### src/rtl/alu_pkg.sv
// Shared definitions for the ALU issue unit: op codes, the {N,Z,V,C} flag
// struct and the issue FSM state encoding.
package alu_pkg;

  localparam logic [2:0] OP_PASS_B = 3'b000;
  localparam logic [2:0] OP_ADD    = 3'b010;
  localparam logic [2:0] OP_SUB    = 3'b011;
  localparam logic [2:0] OP_AND    = 3'b100;
  localparam logic [2:0] OP_OR     = 3'b101;
  localparam logic [2:0] OP_XOR    = 3'b110;

  typedef struct packed {
    logic n;
    logic z;
    logic v;
    logic c;
  } flags_t;

  typedef enum logic [1:0] {
    ST_IDLE   = 2'd0,
    ST_SETTLE = 2'd1,
    ST_RESP   = 2'd2
  } state_t;

  function automatic logic op_legal(input logic [2:0] op);
    return !((op == 3'b001) || (op == 3'b111));
  endfunction

  // Only arithmetic ops produce meaningful V and C.
  function automatic logic op_arith(input logic [2:0] op);
    return (op == OP_ADD) || (op == OP_SUB);
  endfunction

endpackage

### src/rtl/alu_settle_timer.sv
// 4-bit load/decrement counter that times the ALU settle window; done is
// high while the count is zero.
module alu_settle_timer (
  input  logic       clk,
  input  logic       rst,
  input  logic       load,
  input  logic [3:0] load_val,
  input  logic       dec,
  output logic       done
);

  logic [3:0] count;

  always_ff @(posedge clk or posedge rst) begin
    if (rst) begin
      count <= 4'd0;
    end else if (load) begin
      count <= load_val;
    end else if (dec && (count != 4'd0)) begin
      count <= count - 4'd1;
    end
  end

  assign done = (count == 4'd0);

endmodule

### src/rtl/alu_issue_unit.sv
// Issues one operation at a time to an external combinational ALU, waits
// SETTLE_CYCLES, captures result/flags and returns them. ALU_OP_CHECK_EN
// enables rejection of illegal op codes with rsp_err.
module alu_issue_unit
  import alu_pkg::*;
#(
  parameter int SETTLE_CYCLES = 2
) (
  input  logic        clk,
  input  logic        reset,
  input  logic        req_valid,
  output logic        req_ready,
  input  logic [63:0] req_a,
  input  logic [63:0] req_b,
  input  logic [2:0]  req_op,
  input  logic        req_setflags,
  output logic [63:0] alu_a,
  output logic [63:0] alu_b,
  output logic [2:0]  alu_cntrl,
  input  logic [63:0] alu_result,
  input  logic        alu_negative,
  input  logic        alu_zero,
  input  logic        alu_overflow,
  input  logic        alu_carry_out,
  output logic        rsp_valid,
  input  logic        rsp_ready,
  output logic [63:0] rsp_result,
  output logic [3:0]  rsp_flags,
  output logic        rsp_err,
  output logic [3:0]  flags_q,
  output logic [1:0]  fsm_state
);

  localparam logic [3:0] SETTLE_LOAD = 4'(SETTLE_CYCLES - 1);

  state_t state;
  flags_t flags_r;
  flags_t alu_flags;
  logic   setflags_q;
  logic   accept;
  logic   op_reject;
  logic   timer_done;

  // Handshakes: a request transfers when req_valid && req_ready at a rising
  // edge, a response when rsp_valid && rsp_ready; both are decoded from state.
  assign req_ready = (state == ST_IDLE);
  assign rsp_valid = (state == ST_RESP);
  assign accept    = req_ready && req_valid;
  assign fsm_state = state;
  assign flags_q   = flags_r;
  assign alu_flags = '{n: alu_negative, z: alu_zero, v: alu_overflow, c: alu_carry_out};

`ifdef ALU_OP_CHECK_EN
  assign op_reject = !op_legal(req_op);
`else
  assign op_reject = 1'b0;
`endif

  alu_settle_timer u_timer (
    .clk      (clk),
    .rst      (reset),
    .load     (accept && !op_reject),
    .load_val (SETTLE_LOAD),
    .dec      (state == ST_SETTLE),
    .done     (timer_done)
  );

  always_ff @(posedge clk or posedge reset) begin
    if (reset) begin
      state      <= ST_IDLE;
      alu_a      <= '0;
      alu_b      <= '0;
      alu_cntrl  <= 3'b000;
      setflags_q <= 1'b0;
      rsp_result <= '0;
      rsp_flags  <= 4'b0000;
      rsp_err    <= 1'b0;
      flags_r    <= '0;
    end else begin
      case (state)
        ST_IDLE: begin
          if (req_valid) begin
            if (op_reject) begin
              // Rejected ops never touch the ALU drive or the flag register.
              rsp_result <= '0;
              rsp_flags  <= 4'b0000;
              rsp_err    <= 1'b1;
              state      <= ST_RESP;
            end else begin
              alu_a      <= req_a;
              alu_b      <= req_b;
              alu_cntrl  <= req_op;
              setflags_q <= req_setflags;
              state      <= ST_SETTLE;
            end
          end
        end
        ST_SETTLE: begin
          if (timer_done) begin
            rsp_result <= alu_result;
            rsp_flags  <= alu_flags;
            rsp_err    <= 1'b0;
            if (setflags_q) begin
              flags_r.n <= alu_flags.n;
              flags_r.z <= alu_flags.z;
              if (op_arith(alu_cntrl)) begin
                flags_r.v <= alu_flags.v;
                flags_r.c <= alu_flags.c;
              end
            end
            state <= ST_RESP;
          end
        end
        ST_RESP: begin
          if (rsp_ready) begin
            state <= ST_IDLE;
          end
        end
        default: state <= ST_IDLE;
      endcase
    end
  end

endmodule
### config.mk
export PLATFORM = sky130hd
export DESIGN_NAME = alu_issue_unit
export DESIGN_NICKNAME = d
export VERILOG_FILES = /design/src/rtl/alu_pkg.sv /design/src/rtl/alu_settle_timer.sv /design/src/rtl/alu_issue_unit.sv
export SDC_FILE = /design/constraint.sdc
export NUM_CORES = 1
export LEC_CHECK = 0
export CAP_MARGIN = 20
export CORE_AREA = 2 2 161 163
export DETAILED_ROUTE_END_ITERATION = 7
export DIE_AREA = 0 0 163 165
export PLACE_DENSITY_LB_ADDON = 0.12
export SYNTH_ARGS = -nofsm -noshare
export SYNTH_HDL_FRONTEND = slang
export SYNTH_SLANG_ARGS = --single-unit
### constraint.sdc
create_clock -name clk -period 21.3 [get_ports clk]
set_clock_uncertainty 0.05 [all_clocks]
set_input_delay 5.325 -clock clk [delete_from_list [all_inputs] [get_ports clk]]
set_output_delay 5.325 -clock clk [all_outputs]
set_load 0.1 [all_outputs]
==> impl_metrics.tcl, run 1 <==
set metrics [dict create \
    period_needed_ns 7.782 \
    cap_violations 0 \
    drt-met1-wl_um 8413 \
    max_freq_mhz 128.5 \
    drtIter0Drc 186 \
    antenna_found_initial 2 \
    crit_end "rsp_valid" \
    final_common_cell "clkdlybuf4s50_1" \
    cts_buffers 24 \
    synthToLayoutAreaGrowth_pct 65.58 \
    grt_max_degree 156 \
    final-setup-viol-count 0 \
    die_w_um 163 \
    grt_overflow 0 \
    antennaDiodeCount 0 \
    rsz0062_at_grt "no" \
    tns_ns 0 \
    syn_inst 474 \
    die_h_um 165 \
    outcome "finished clean" \
    drtPass1Iterations 4 \
    syn-num-nets 679 \
    yosysTopAreaCellShare_pct 65.99 \
    cts_hold_buffers 0 \
    top_layer_used "met5" \
    gp_congestion 0.7689 \
    crit_start "fsm_state[0]$_DFFE_PP0P_" \
    synth.cell_area_mm2 0.007964 \
    clock_path_buffers 3 \
    clk_transition_reported_paths_ns 0.06 \
    ios 412 \
    portBuffers 410 \
    hold_depth 1 \
    postCtsSetupRepairBufs 0 \
    reg2reg_slack_ns 18.37 \
    worst-setup-path-type "register to output pin" \
    nNetsFinal 1094 \
    tightest_slew_ns 1.083 \
    crit_required_ns 15.93 \
    crit_arrival_ns 2.41 \
    drive_gt1_share_pct 27.54 \
    slew_headroom_pct 27.57 \
    start_util_pct 31.81 \
    ys_warn_count 0 \
    row_count 58 \
    hold_class "register to register" \
    yosysUniqueCellTypes 31 \
    ys_ff_latch 210 \
    grt_pass1_wl_um 35300 \
    startpoint_type "register" \
    dpl.hpwl_um 17560 \
    clk-insertion-delay-late_ns 0.50 \
    htree_levels 1 \
    core_area_mm2 0.02504 \
    grt_usage_pct 17.16 \
    r2r_end "alu_a[57]$_DFFE_PP0P_" \
    period_share_pct 36.54 \
    drt-vias-per-instance 4.526 \
    ant_nets 0 \
    ys_seq_area_share_pct 65.99 \
    hold_viol_final 0 \
    end_kind "output pin" \
    root_buffer "clkbuf_16" \
    drc 0 \
    dieArea_mm2 0.02690 \
    syn_avg_cell_area_um2 16.80 \
    crit_path_max_fanout 9 \
    wl_per_cell_um 19.34 \
    routed-wl-met3_um 2619 \
    reg2reg_from "fsm_state[0]$_DFFE_PP0P_" \
    yosys-top-cells-area "dfrtp_1 (66%), mux2_2 (28%), mux2_4 (1.7%), buf_2 (0.88%), buf_4 (0.75%)" \
    synth_top_area_cell "dfrtp_1" \
    wl_um 23870 \
    final_cell_mix "clkdlybuf4s50_1 (410), dfrtp_1 (210), mux2_2 (195)" \
    cts_tree "built" \
    cts_sinks 210 \
    cts_resized 0 \
    grt_pass1_vias 6136 \
    met2_length_um 12300 \
    via_count 5585 \
    slew_violations 0 \
    rr_worst_depth 4 \
]
[cells in the mapped netlist]
master and number:
nor2_1 2, nand2b_1 2, inv_1 4, nand3b_1 1
nor3b_1 2, or4b_2 1, a31oi_1 1, nor2b_1 1
o311a_1 1, dfrtp_1 210, nor3_2 1, and2b_1 1
buf_4 8, or3b_1 1, o21ai_0 3, a21oi_1 2
o21bai_1 1, mux2_2 195, clkbuf_1 1, nand2_2 1
nand2_1 2, nor3_1 1, a21o_1 1, mux2_4 9
a211oi_1 1, buf_6 2, and3_1 2, buf_2 14
ha_1 1, conb_1 1, nor4bb_1 1
[kinds of logic after synthesis]
kind of cell | count (synthesis) | synth area share (%)
flops | 210 | 65.99
mux | 204 | 29.27
buf+inv | 29 | 2.152
simple gates | 19 | 1.587
compound gates | 10 | 0.8014
fa+ha+maj | 1 | 0.1571
other cells | 1 | 0.04709
[worst max-delay path: stages (launching register included)]
cell	delay, ns
dfrtp_1	0.49
nand2b_1	0.21
inv_1	0.06
clkdlybuf4s50_1	1.16
[worst min path at each step]
stage | from | end
final | rsp_result[43]$_DFFE_PP0P_ | rsp_result[43]$_DFFE_PP0P_
after CTS | rsp_result[43]$_DFFE_PP0P_ | rsp_result[43]$_DFFE_PP0P_
after detailed placement | rsp_result[43]$_DFFE_PP0P_ | rsp_result[43]$_DFFE_PP0P_
after global routing | alu_a[48]$_DFFE_PP0P_ | alu_a[48]$_DFFE_PP0P_
after floorplan | setflags_q$_DFFE_PP0P_ | setflags_q$_DFFE_PP0P_
after global placement | rsp_result[40]$_DFFE_PP0P_ | rsp_result[40]$_DFFE_PP0P_
[stage by stage]
step                setup slack (ns)  util (%)  cell area (um^2)  hold slack (ns)  std cells
floorplan                      10.19         -              7964           0.4451        474
global placement               13.17     49.39             12360           0.4368       1192
detailed placement             13.09     49.39             12360           0.4420       1192
CTS                            13.49     52.56             13160           0.4554       1233
global route                   13.42     52.67             13190           0.4620       1234
finish                         13.52     52.67             13190           0.4531       1234
[layer usage]
layer	track usage [%]	vias to the layer above
met5	0	-
met3	7.082	42
met4	4.867	4
li1	-	2494
met1	18.58	2772
met2	30.82	273
[area by class of cell]
cell class	instances	area (um^2)
clock buffer	38	754.5
clock inverter	3	40.04
fill	2106	11850
inverter	4	22.52
multi-input combinational	235	2547
sequential	210	5255
tap	330	412.9
timing repair buffer	414	4154
[sequential cells by signal (all words and copies together), names as in the netlist]
signal / count
alu_a: 64
alu_b: 64
rsp_result: 64
flags_q: 4
rsp_flags: 4
u_timer.count: 4
alu_cntrl: 3
fsm_state: 2
setflags_q: 1
Power of run 1 is left out: the tool's default activity adds up to more than one toggle a clock period on the data nets, which glitch-free logic cannot reach.
==> inputs of run 2 (changes only) <==
==> constraint.sdc (replaced) <==
create_clock -name clk -period 6.6 [get_ports clk]
set_clock_uncertainty 0.05 [all_clocks]
set_input_delay 1.65 -clock clk [delete_from_list [all_inputs] [get_ports clk]]
set_output_delay 1.65 -clock clk [all_outputs]
set_load 0.1 [all_outputs]
==> impl_metrics.tcl, run 2 (synthesized netlist as in run 1, its figures left out) <==
set metrics [dict create \
    wl_um 22960 \
    gp_congestion 0.7761 \
    gr-usage-met3_pct 6.981 \
    met1_usage_pct 18.84 \
    fill_cells 2145 \
    drtPass1Iterations 4 \
    wl_per_cell_um 18.58 \
    htree_levels 1 \
    drive_gt1_share_pct 27.15 \
    worst_hold_path.endpoint "rsp_result[8]$_DFFE_PP0P_" \
    drtIter0Drc 135 \
    antenna_found_initial 1 \
    crit_required_ns 4.90 \
    ios 412 \
    largestRegisters "alu_a: 64 flops, alu_b: 64 flops, rsp_result: 64 flops" \
    end_kind "output pin" \
    cts_tree "built" \
    final_common_cell "clkdlybuf4s50_1" \
    dieArea_mm2 0.02690 \
    worst-setup-path-type "register to output pin" \
    antennaDiodeCount 0 \
    drt-vias-per-instance 4.419 \
    final_cell_mix "clkdlybuf4s50_1 (410), dfrtp_1 (210), mux2_2 (195)" \
    die_h_um 165 \
    slew_headroom_pct 28.48 \
    place_ws_ns 2.989 \
    cap_violations 0 \
    reg2reg_from "u_timer.count[0]$_DFFE_PP0P_" \
    reg2reg_slack_ns 4.12 \
    multi_input_area_mm2 0.002547 \
    cts_resized 0 \
    max_freq_mhz 245.1 \
    grt_usage_pct 16.80 \
    use_met2_pct 29.66 \
    cts_buffers 25 \
    r2r_end "rsp_result[4]$_DFFE_PP0P_" \
    root_buffer "clkbuf_16" \
    postCtsSetupRepairBufs 0 \
    grt_overflow 0 \
    hold_depth 1 \
    row_count 58 \
    core_area_mm2 0.02504 \
    hold_viol_final 0 \
    drc 0 \
    clock_path_buffers 3 \
    globalRoute.busiestLayer "met2" \
    tightest_slew_ns 1.070 \
    crit_path_max_fanout 9 \
    via_count 5462 \
    nNetsFinal 1093 \
    startpoint_type "register" \
    grt_max_degree 187 \
    start_util_pct 31.81 \
    clk-insertion-delay-late_ns 0.51 \
    hold_class "register to register" \
    synthToLayoutAreaGrowth_pct 65.08 \
    grt_pass1_wl_um 35070 \
    rsz0062_at_grt "no" \
    layout_setup_ws_ns 2.519 \
    period_needed_ns 4.081 \
    crit_arrival_ns 2.38 \
    holdCritStartpoint "rsp_result[8]$_DFFE_PP0P_" \
    final-seq-area_mm2 0.005255 \
    clk_transition_reported_paths_ns 0.06 \
    cts_hold_buffers 0 \
    die_w_um 163 \
    cts_sinks 210 \
    ant_nets 0 \
    tns_ns 0 \
    portBuffers 410 \
    grt_pass1_vias 6069 \
    final-setup-viol-count 0 \
    outcome "finished clean" \
    period_share_pct 61.83 \
    rr_worst_depth 5 \
    slew_violations 0 \
    dpl.hpwl_um 16630 \
    dpl_cell_area_mm2 0.01238 \
    fin_area_mm2 0.01315 \
]
-- run 2: cell types whose count changed in the layout (fill, tap and decap cells not counted), moves of 2 or more --
| cell | before | now |
|---|---|---|
| clkbuf_1 | 5 | 10 |
| clkbuf_8 | 8 | 3 |
| buf_4 | 3 | 0 |
| clkinv_2 | 2 | 5 |
| buf_12 | 0 | 2 |
-- run 2: how the worst max path moves through the flow --
stage	startpoint	to	slack (ns)	cells after the start
floorplan	reset	alu_a[0]$_DFFE_PP0P_	2.17	1
global placement	fsm_state[0]$_DFFE_PP0P_	rsp_valid	3.04	3
detailed placement	req_valid	alu_b[44]$_DFFE_PP0P_	2.99	4
CTS	fsm_state[0]$_DFFE_PP0P_	rsp_valid	2.47	3
global route	fsm_state[0]$_DFFE_PP0P_	rsp_valid	2.41	3
finish	fsm_state[0]$_DFFE_PP0P_	rsp_valid	2.52	3
-- run 2: per-stage QoR --
| stage | utilization [%] | cells | hold WS (ns) |
|---|---|---|---|
| 4_1_cts | 52.51 | 1236 | 0.4562 |
| 5_1_grt | 52.51 | 1236 | 0.4617 |
| 2_1_floorplan | - | 474 | 0.4451 |
| 3_5_place_dp | 49.44 | 1191 | 0.4427 |
| 3_3_place_gp | 49.44 | 1191 | 0.4378 |
| 6_report | 52.51 | 1236 | 0.4530 |
-- run 2: final cells by class --
| class | count | area share, % |
|---|---|---|
| Clock inverter | 7 | 0.4854 |
| Tap cell | 330 | 3.141 |
| Multi-Input combinational cell | 235 | 19.38 |
| Inverter | 4 | 0.1428 |
| Sequential cell | 210 | 39.97 |
| Clock buffer | 38 | 5.358 |
| Timing Repair Buffer | 412 | 31.52 |
-- run 2: critical path, cell delays in order, from the launching register on --
cell,delay (ns)
dfrtp_1,0.48
nand2b_1,0.20
inv_1,0.06
clkdlybuf4s50_1,1.14
-- run 2: layer usage --
metal	wire, um	vias to the layer above
li1	-	2500
met1	8309	2652
met2	11620	278
met3	2540	30
met4	476	2
met5	13	-
Power of run 2 is left out for the same reason.
==> inputs of run 3 (changes only) <==
==> constraint.sdc (replaced) <==
create_clock -name clk -period 3.5 [get_ports clk]
set_clock_uncertainty 0.05 [all_clocks]
set_input_delay 0.875 -clock clk [delete_from_list [all_inputs] [get_ports clk]]
set_output_delay 0.875 -clock clk [all_outputs]
set_load 0.1 [all_outputs]
==> impl_metrics.tcl, run 3 (synthesized netlist as in run 1, its figures left out) <==
set metrics [dict create \
    outcome "finished clean" \
    final_cell_mix "dfrtp_1 (210), buf_4 (207), clkdlybuf4s50_1 (203)" \
    nNetsFinal 1095 \
    cts_resized 0 \
    drtPass1Iterations 4 \
    drc 0 \
    grt_max_degree 86 \
    antenna_found_initial 0 \
    ant_nets 0 \
    largestRegisters "alu_a: 64 flops, alu_b: 64 flops, rsp_result: 64 flops" \
    tns_ns 0 \
    portBuffers 410 \
    fin_area_mm2 0.01269 \
    cts_sinks 210 \
    worst-setup-path-type "register to output pin" \
    core_area_mm2 0.02504 \
    clock_path_buffers 3 \
    crit_chain "nand2b_1 -> inv_1 -> buf_4" \
    die_w_um 163 \
    start_util_pct 31.81 \
    antennaDiodeCount 0 \
    via_count 5521 \
    critical_path.slowest_cell "dfrtp_1" \
    crit_arrival_ns 1.58 \
    hold_class "register to register" \
    cts_tree "built" \
    row_count 58 \
    slew_headroom_pct 31.13 \
    final-setup-viol-count 0 \
    root_buffer "clkbuf_16" \
    period_share_pct 71.53 \
    hold_viol_final 0 \
    cp_num_buf_inv 2 \
    cp_top_family "flip-flops" \
    dpl.hpwl_um 17080 \
    wl_per_cell_um 18.30 \
    die_h_um 165 \
    max_freq_mhz 399.4 \
    end_kind "output pin" \
    postCtsSetupRepairBufs 0 \
    startpoint_type "register" \
    cts_hold_buffers 0 \
    rsz0062_at_grt "no" \
    crit_required_ns 2.57 \
    holdCritStartpoint "rsp_result[32]$_DFFE_PP0P_" \
    period_needed_ns 2.503 \
    crit_path_max_fanout 9 \
    cap_violations 0 \
    slew_violations 0 \
    clk_transition_reported_paths_ns 0.06 \
    grt_pass1_wl_um 33930 \
    grt_pass1_vias 6018 \
    dieArea_mm2 0.02690 \
    ios 412 \
    crit_start "fsm_state[0]$_DFFE_PP0P_" \
    dpl_cell_area_mm2 0.01192 \
    drive_gt1_share_pct 50.72 \
    tightest_slew_ns 1.033 \
    critical_path.max_stage_delay_ns 0.51 \
    gp_congestion 0.7532 \
    grt_usage_pct 16.21 \
    reg2reg_from "u_timer.count[0]$_DFFE_PP0P_" \
    clk-insertion-delay-late_ns 0.51 \
    synthToLayoutAreaGrowth_pct 59.29 \
    wl_um 22630 \
    cts_buffers 24 \
    htree_levels 1 \
    drtIter0Drc 162 \
    grt_overflow 0 \
    drt-vias-per-instance 4.463 \
    final_common_cell "dfrtp_1" \
]
## run 3: area by class of cell
class,count,area [um^2]
Timing Repair Buffer,415,3686
Inverter,4,18.77
Fill cell,2156,12350
Tap cell,330,412.9
Multi-Input combinational cell,235,2547
Sequential cell,210,5255
Clock buffer,35,723.2
Clock inverter,8,42.54
## run 3: per-stage QoR
stage	worst slack (ns)	std cells	hold slack, ns	util (%)
2_1_floorplan	-0.1532	474	0.4451	-
3_3_place_gp	0.7823	1194	0.4406	47.61
3_5_place_dp	0.7197	1194	0.4446	47.61
4_1_cts	0.9615	1237	0.4588	50.67
5_1_grt	0.8636	1237	0.4668	50.67
6_report	0.9965	1237	0.4549	50.67
## run 3: path summary, 6_finish.rpt
| kind | to | slack (ns) | depth (start not counted) |
|---|---|---|---|
| min reg2reg | rsp_result[32]$_DFFE_PP0P_ | 0.45 | 1 |
| max in group asynchronous | rsp_result[36]$_DFFE_PP0P_ | 1.85 | 3 |
| max | rsp_valid | 1.0 | 3 |
| min in group asynchronous | alu_a[18]$_DFFE_PP0P_ | 0.73 | 2 |
| max reg2reg | rsp_result[63]$_DFFE_PP0P_ | 1.01 | 5 |
| min | rsp_result[32]$_DFFE_PP0P_ | 0.45 | 1 |
## run 3: metal layers
| metal | track usage [%] | vias up | wire (um) |
|---|---|---|---|
| met5 | 0 | - | 0 |
| li1 | - | 2501 | - |
| met2 | 28.70 | 279 | 11310 |
| met3 | 6.178 | 37 | 2420 |
| met4 | 5.229 | 0 | 570 |
| met1 | 17.99 | 2704 | 8329 |
Power of run 3 is left out for the same reason.
